[src/rtl/jtshouse_scr_sched.sv]
// Tile fetch scheduler: serialises per-layer tile requests onto one tile-map BRAM port and one mask-ROM port.
// Latency: request to grant is 2 cycles; service is TMAP_LAT+3 cycles from grant, plus any mask_ok wait.
// Backpressure: mask_cs is held until mask_ok is seen; stall holds the pixel counter while work is pending.
//
// Ports:
//   clk, rst          clock and asynchronous active-high reset
//   hs_edge           line start: flushes pending and in-flight work and clears overrun
//   active, lyr_req,  per-layer request pulses, accepted only while active=1 and the
//   lyr_dis           layer is not disabled
//   gnt_lyr, vsub     layer being serviced (7 = none); vsub is the datapath's tile row for it
//   tmap_rd/tmap_data tile-map BRAM read strobe and returned word (bits 13:0 = tile code)
//   mask_cs/mask_addr mask-ROM request and address {code, vsub}; mask_ok/mask_data = returned byte
//   ld_we/ld_*        one-cycle load strobe with layer, tile code and mask byte
//   stall, overrun    fetch-busy indication, sticky re-request flag
//
// Build option: define JTSHOUSE_SCHED_RR_EN for round-robin arbitration
// (default is fixed priority, lowest layer index wins).
module jtshouse_scr_sched #(
  parameter int TMAP_LAT = 2
) (
  input  logic        clk,
  input  logic        rst,
  input  logic        hs_edge,
  input  logic        active,
  input  logic [5:0]  lyr_req,
  input  logic [5:0]  lyr_dis,
  input  logic [2:0]  vsub,
  output logic [2:0]  gnt_lyr,
  output logic        tmap_rd,
  input  logic [15:0] tmap_data,
  output logic        mask_cs,
  output logic [16:0] mask_addr,
  input  logic        mask_ok,
  input  logic [7:0]  mask_data,
  output logic        ld_we,
  output logic [2:0]  ld_lyr,
  output logic [13:0] ld_code,
  output logic [7:0]  ld_mask,
  output logic        stall,
  output logic        overrun
);

  typedef enum logic [2:0] {S_IDLE, S_TMAP, S_WAIT, S_MASK, S_LOAD} state_t;

  localparam logic [2:0] NO_LYR    = 3'd7;
  // Index of the last WAIT cycle; unused when TMAP_LAT = 1 (TMAP goes straight to MASK).
  localparam logic [1:0] WAIT_LAST = 2'(TMAP_LAT - 2);

  state_t      state_q, state_d;
  logic [5:0]  pend_q, pend_d;
  logic [1:0]  wcnt_q, wcnt_d;
  logic [13:0] code_q, code_d;
  logic        cs_prev_q, cs_prev_d;
  logic [2:0]  gnt_lyr_q, gnt_lyr_d;
  logic        tmap_rd_q, tmap_rd_d;
  logic        mask_cs_q, mask_cs_d;
  logic [16:0] mask_addr_q, mask_addr_d;
  logic        ld_we_q, ld_we_d;
  logic [2:0]  ld_lyr_q, ld_lyr_d;
  logic [13:0] ld_code_q, ld_code_d;
  logic [7:0]  ld_mask_q, ld_mask_d;
  logic        stall_q, stall_d;
  logic        overrun_q, overrun_d;

  logic [5:0]  req_v;
  logic        pick_vld;
  logic [2:0]  pick_lyr;
  logic [2:0]  pick_idx;
  logic        go_mask;
  logic        unused_tmap_hi;

`ifdef JTSHOUSE_SCHED_RR_EN
  logic [2:0]  rr_ptr_q, rr_ptr_d;
  logic [3:0]  pick_sum;
`endif

  assign req_v          = lyr_req & ~lyr_dis & {6{active}};
  assign unused_tmap_hi = ^tmap_data[15:14];

  // Arbiter: first pending layer found scanning upward from the start point.
  always_comb begin
    pick_vld = 1'b0;
    pick_lyr = 3'd0;
    pick_idx = 3'd0;
`ifdef JTSHOUSE_SCHED_RR_EN
    pick_sum = 4'd0;
`endif
    for (int i = 0; i < 6; i++) begin
`ifdef JTSHOUSE_SCHED_RR_EN
      pick_sum = {1'b0, rr_ptr_q} + 4'(i);
      pick_idx = (pick_sum >= 4'd6) ? 3'(pick_sum - 4'd6) : 3'(pick_sum);
`else
      pick_idx = 3'(i);
`endif
      if (!pick_vld && pend_q[pick_idx]) begin
        pick_vld = 1'b1;
        pick_lyr = pick_idx;
      end
    end
  end

  always_comb begin
    state_d     = state_q;
    pend_d      = pend_q;
    wcnt_d      = wcnt_q;
    code_d      = code_q;
    cs_prev_d   = mask_cs_q;
    gnt_lyr_d   = gnt_lyr_q;
    mask_cs_d   = mask_cs_q;
    mask_addr_d = mask_addr_q;
    ld_lyr_d    = ld_lyr_q;
    ld_code_d   = ld_code_q;
    ld_mask_d   = ld_mask_q;
    overrun_d   = overrun_q;
    go_mask     = 1'b0;
`ifdef JTSHOUSE_SCHED_RR_EN
    rr_ptr_d    = rr_ptr_q;
`endif

    case (state_q)
      S_IDLE: begin
        if (pick_vld) begin
          state_d   = S_TMAP;
          gnt_lyr_d = pick_lyr;
`ifdef JTSHOUSE_SCHED_RR_EN
          rr_ptr_d  = (pick_lyr == 3'd5) ? 3'd0 : pick_lyr + 3'd1;
`endif
        end
      end
      S_TMAP: begin
        if (TMAP_LAT == 1) begin
          go_mask = 1'b1;
        end else begin
          state_d = S_WAIT;
          wcnt_d  = 2'd0;
        end
      end
      S_WAIT: begin
        if (wcnt_q == WAIT_LAST) go_mask = 1'b1;
        else                     wcnt_d  = wcnt_q + 2'd1;
      end
      S_MASK: begin
        // An ok seen in the first MASK cycle belongs to some earlier access.
        if (mask_ok && cs_prev_q) begin
          state_d   = S_LOAD;
          mask_cs_d = 1'b0;
          ld_lyr_d  = gnt_lyr_q;
          ld_code_d = code_q;
          ld_mask_d = mask_data;
        end
      end
      S_LOAD: begin
        state_d           = S_IDLE;
        gnt_lyr_d         = NO_LYR;
        pend_d[gnt_lyr_q] = 1'b0;
      end
      default: state_d = S_IDLE;
    endcase

    // vsub is already valid here because gnt_lyr has been stable since the grant.
    if (go_mask) begin
      state_d     = S_MASK;
      code_d      = tmap_data[13:0];
      mask_addr_d = {tmap_data[13:0], vsub};
      mask_cs_d   = 1'b1;
    end

    if (hs_edge) begin
      state_d   = S_IDLE;
      gnt_lyr_d = NO_LYR;
      mask_cs_d = 1'b0;
      pend_d    = 6'd0;
      overrun_d = 1'b0;
`ifdef JTSHOUSE_SCHED_RR_EN
      rr_ptr_d  = 3'd0;
`endif
    end

    // A granted layer keeps its pending bit until its load, so checking pend_q
    // also catches re-requests of the layer in service. New requests are applied
    // after the flush, so a request coincident with hs_edge survives.
    if (!hs_edge && |(req_v & pend_q)) overrun_d = 1'b1;
    pend_d = pend_d | req_v;

    tmap_rd_d = (state_d == S_TMAP);
    ld_we_d   = (state_d == S_LOAD);
    stall_d   = (|pend_d) || (state_d != S_IDLE);
  end

  always_ff @(posedge clk or posedge rst) begin
    if (rst) begin
      state_q     <= S_IDLE;
      pend_q      <= 6'd0;
      wcnt_q      <= 2'd0;
      code_q      <= 14'd0;
      cs_prev_q   <= 1'b0;
      gnt_lyr_q   <= NO_LYR;
      tmap_rd_q   <= 1'b0;
      mask_cs_q   <= 1'b0;
      mask_addr_q <= 17'd0;
      ld_we_q     <= 1'b0;
      ld_lyr_q    <= 3'd0;
      ld_code_q   <= 14'd0;
      ld_mask_q   <= 8'd0;
      stall_q     <= 1'b0;
      overrun_q   <= 1'b0;
`ifdef JTSHOUSE_SCHED_RR_EN
      rr_ptr_q    <= 3'd0;
`endif
    end else begin
      state_q     <= state_d;
      pend_q      <= pend_d;
      wcnt_q      <= wcnt_d;
      code_q      <= code_d;
      cs_prev_q   <= cs_prev_d;
      gnt_lyr_q   <= gnt_lyr_d;
      tmap_rd_q   <= tmap_rd_d;
      mask_cs_q   <= mask_cs_d;
      mask_addr_q <= mask_addr_d;
      ld_we_q     <= ld_we_d;
      ld_lyr_q    <= ld_lyr_d;
      ld_code_q   <= ld_code_d;
      ld_mask_q   <= ld_mask_d;
      stall_q     <= stall_d;
      overrun_q   <= overrun_d;
`ifdef JTSHOUSE_SCHED_RR_EN
      rr_ptr_q    <= rr_ptr_d;
`endif
    end
  end

  assign gnt_lyr   = gnt_lyr_q;
  assign tmap_rd   = tmap_rd_q;
  assign mask_cs   = mask_cs_q;
  assign mask_addr = mask_addr_q;
  assign ld_we     = ld_we_q;
  assign ld_lyr    = ld_lyr_q;
  assign ld_code   = ld_code_q;
  assign ld_mask   = ld_mask_q;
  assign stall     = stall_q;
  assign overrun   = overrun_q;

endmodule

[config.mk]
export PLATFORM = sky130hd
export DESIGN_NAME = jtshouse_scr_sched
export DESIGN_NICKNAME = d
export VERILOG_FILES = /design/src/rtl/jtshouse_scr_sched.sv
export SDC_FILE = /design/constraint.sdc
export NUM_CORES = 1
export LEC_CHECK = 0
export CAP_MARGIN = 20
export CORE_ASPECT_RATIO = 0.6
export CORE_MARGIN = 4
export CORE_UTILIZATION = 29
export DETAILED_ROUTE_END_ITERATION = 7
export PLACE_DENSITY_LB_ADDON = 0.12
export SLEW_MARGIN = 20
export SYNTH_ARGS = -nofsm -noshare
export SYNTH_HDL_FRONTEND = slang
export SYNTH_SLANG_ARGS = --single-unit
[constraint.sdc]
create_clock -name clk -period 1.9 [get_ports clk]
set_input_delay 0.38 -clock clk [delete_from_list [all_inputs] [get_ports clk]]
set_output_delay 0.38 -clock clk [all_outputs]
set_load 0.05 [all_outputs]
==> impl_metrics.toml <==
[outcome]
status = "finished, final reports clean"

[synthesis]
ys_seq_area_frac = 0.587
synthSimpleGateAreaFrac = 0.110
synthAdderAreaFrac = 0.00473
synth_mux_area_frac = 0.187
synth-compound-area-share = 0.0794
ys_ff_latch = 62
synth-main-ff-cell = "dfrtp_1"
synth_fp_nets = 242
synth_xor_area_frac = 0
ys_types = 47
synth_edf_count = 0
avgSynthCellArea_um2 = 13.4
yosysWarningCount = 0
synth_cells = 197
syn-cell-area_um2 = 2650
async_flop_share = 1.00
synth_top_family_by_area = "multiplexers"

[final_layout]
final_util = 0.471
drive_above_1_share = 0.325
regArea_um2 = 1560
diodes = 0
mostFrequentLayoutCells = "58 x dfrtp_1, 53 x clkdlybuf4s50_1, 45 x buf_4"
multi_input_area_um2 = 1010
nNetsFinal = 357
finalInstanceArea_um2 = 4090
instances_no_fill = 429
fill_cells = 807
syn_to_final_growth_pct = 54.4
mostFrequentLayoutCell = "dfrtp_1"

[critical_path]
arrival_ps = 1470
critical_path_required_ps = 1520
worst-setup-path-type = "flop to output pin"
crit_chain = "clkdlybuf4s50_1"
worstReg2RegStart = "state_q[1]$_DFF_PP0_"
reg2reg_setup_slack_ps = 70
endpoint_kind = "output pin"
crit_family = "buffers and inverters"
cp_slowest_cell = "clkdlybuf4s50_1"
startpoint_type = "flop"
ff2ff_path_depth = 5
worstReg2RegEnd = "stall$_DFF_PP0_"
critPathMaxFanout = 2
crit_buf_inv = 1
crit_path_max_incr_delay_ps = 810

[route]
drt-total-wl_mm = 6.57
drt-wirelength-per-cell_um = 15.3
drc = 0
firstDrtPassIters = 4
drtAntennaViolNets = 0
viasPerCell = 4.59
num_vias = 1970
drt_iter0_markers = 116

[floorplan]
die_w_um = 131
floorplan.core_area_um2 = 8690
ioPinCount = 94
floorplan.rows = 26
die_area_um2 = 10800
die_h_um = 82.0
start_util = 0.305

[clocking]
post_cts_buffers = 0
ctsHtreeMaxLevel = 3
cts-root-buf = "clkbuf_16"
clock_sinks = 62
cts_buffer_depth = 2
cts_tree = "built"
clk_latency_ps = 320
cts.clk_slew.worst_paths_ps = 50
numCtsBuffers = 9

[placement]
gp_congestion = 0.826
dpl.cell_count = 413
numPortBuffers = 91
postPlaceCellArea_um2 = 3780
hpwlAfterDp_mm = 4.98

[timing]
hold_violations = 0
fin_crit_ps = 1850
slew_headroom = 0.658
setup_viol = 0
min_period_over_period = 0.973
max_freq_mhz = 541
maxSlewViolCount = 0
fin_worst_skew_ps = 4.66
worst_pin_slew_ps = 512
rsz0062_at_grt = "false"

[global_routing]
grt-busiest-layer = "met1"
use_met3 = 0.0643
met2_usage = 0.178
grt_max_degree = 27
grt_pass1_vias = 2057
grt_pass1_wl_mm = 11.1
gr-usage-met1 = 0.191
grt_usage = 0.134
gr-total-overflow = 0
grt_antenna_before_repair = 0

[power]
p_leak_nw = 1.93
vdd_drop_max_v = 0.00106
p_per_area_nw_per_um2 = 1570

[worst_hold_path]
hp-class = "input port to asynchronous set/reset pin"

[run]
cap_violations = 0
## area by class of cell
cell class / count / area share
well taps: 112 / 0.0343
inverters: 7 / 0.00735
multi-input cells: 121 / 0.247
repair buffers: 111 / 0.261
flip-flops and latches: 62 / 0.381
clock buffers: 12 / 0.0579
clock inverters: 4 / 0.0116
## worst max path at each step
stage	start	endpoint	slack, ps	depth (start not counted)
finish	ld_mask[7]$_DFFE_PP0P_	ld_mask[7]	50	1
global route	ld_code[5]$_DFFE_PP0P_	ld_code[5]	2	1
CTS	code_q[8]$_DFFE_PP0P_	mask_addr[11]	10	1
detailed placement	active	stall$_DFF_PP0_	-110	5
global placement	active	stall$_DFF_PP0_	-140	5
floorplan	gnt_lyr[0]$_DFFE_PP1P_	stall$_DFF_PP0_	140	5
## flip-flops by register name (all words and copies together), names as in the netlist
register and count:
ld_lyr 3, pend_q 6, state_q 3, tmap_rd 1, ld_we 1, overrun 1, mask_cs 1, gnt_lyr 3
mask_addr 3, ld_mask 8, stall 1, wcnt_q 2, code_q 14, ld_code 14, cs_prev_q 1
## timing repair
item                                    4_1_cts  5_1_grt
endpoints found under the setup margin        0        9
gates resized for setup                       0        9
hold buffers                                  0        0
## per-stage QoR
stage | power, W | worst slack, ps | setup TNS (ps) | hold slack (ps)
finish | 0.00643 | 50.7 | 0 | 402
global route | 0.00676 | 1.88 | 0 | 425
CTS | 0.00653 | 9.67 | 0 | 400
detailed placement | 0.00494 | -111 | -1760 | 416
global placement | 0.00493 | -143 | -1340 | 392
floorplan | 0.00389 | 144 | 0 | 450
## cell usage after synthesis (2+ instances only)
library cell,number,share of area
nand3_1,2,0.0038
a32o_1,3,0.011
nor3_1,2,0.0038
mux2_2,24,0.10
nor2_1,13,0.018
nor2b_1,3,0.0071
nor4_1,2,0.0047
inv_2,2,0.0028
and3b_1,3,0.0099
mux2_1,19,0.081
inv_1,4,0.0057
buf_6,3,0.013
a21oi_1,6,0.011
a31oi_1,2,0.0047
o21ai_0,5,0.0095
nand2_1,8,0.011
buf_4,2,0.0057
dfrtp_1,59,0.56
and3_1,2,0.0047
a31o_2,3,0.0099
nand4_1,2,0.0047
dfstp_2,3,0.030
## metal layers
| layer | part of all wire | routed length, um |
|---|---|---|
| met5 | 0 | 0 |
| met4 | 0.0096 | 63 |
| met3 | 0.090 | 591 |
| met2 | 0.38 | 2480 |
| met1 | 0.52 | 3440 |
## report_power, final
group,total (W),internal [W],switching (W)
logic,0.00287,0.00102,0.00185
clock network,0.00154,0.00101,0.000527
registers,0.00203,0.00174,0.000284
total,0.00643,0.00377,0.00266
## cells by family (layout without fill, tap and decap cells)
kind of cell / count (synthesis) / count (layout)
AO/OA/AOI/OAI: 30 / 30
flip-flops: 62 / 62
buffers and inverters: 14 / 134
multiplexers: 44 / 44
adder cells (fa/ha/maj): 1 / 1
AND/OR/NAND/NOR: 46 / 46
Note: power is estimated with default switching activity, not from simulation.
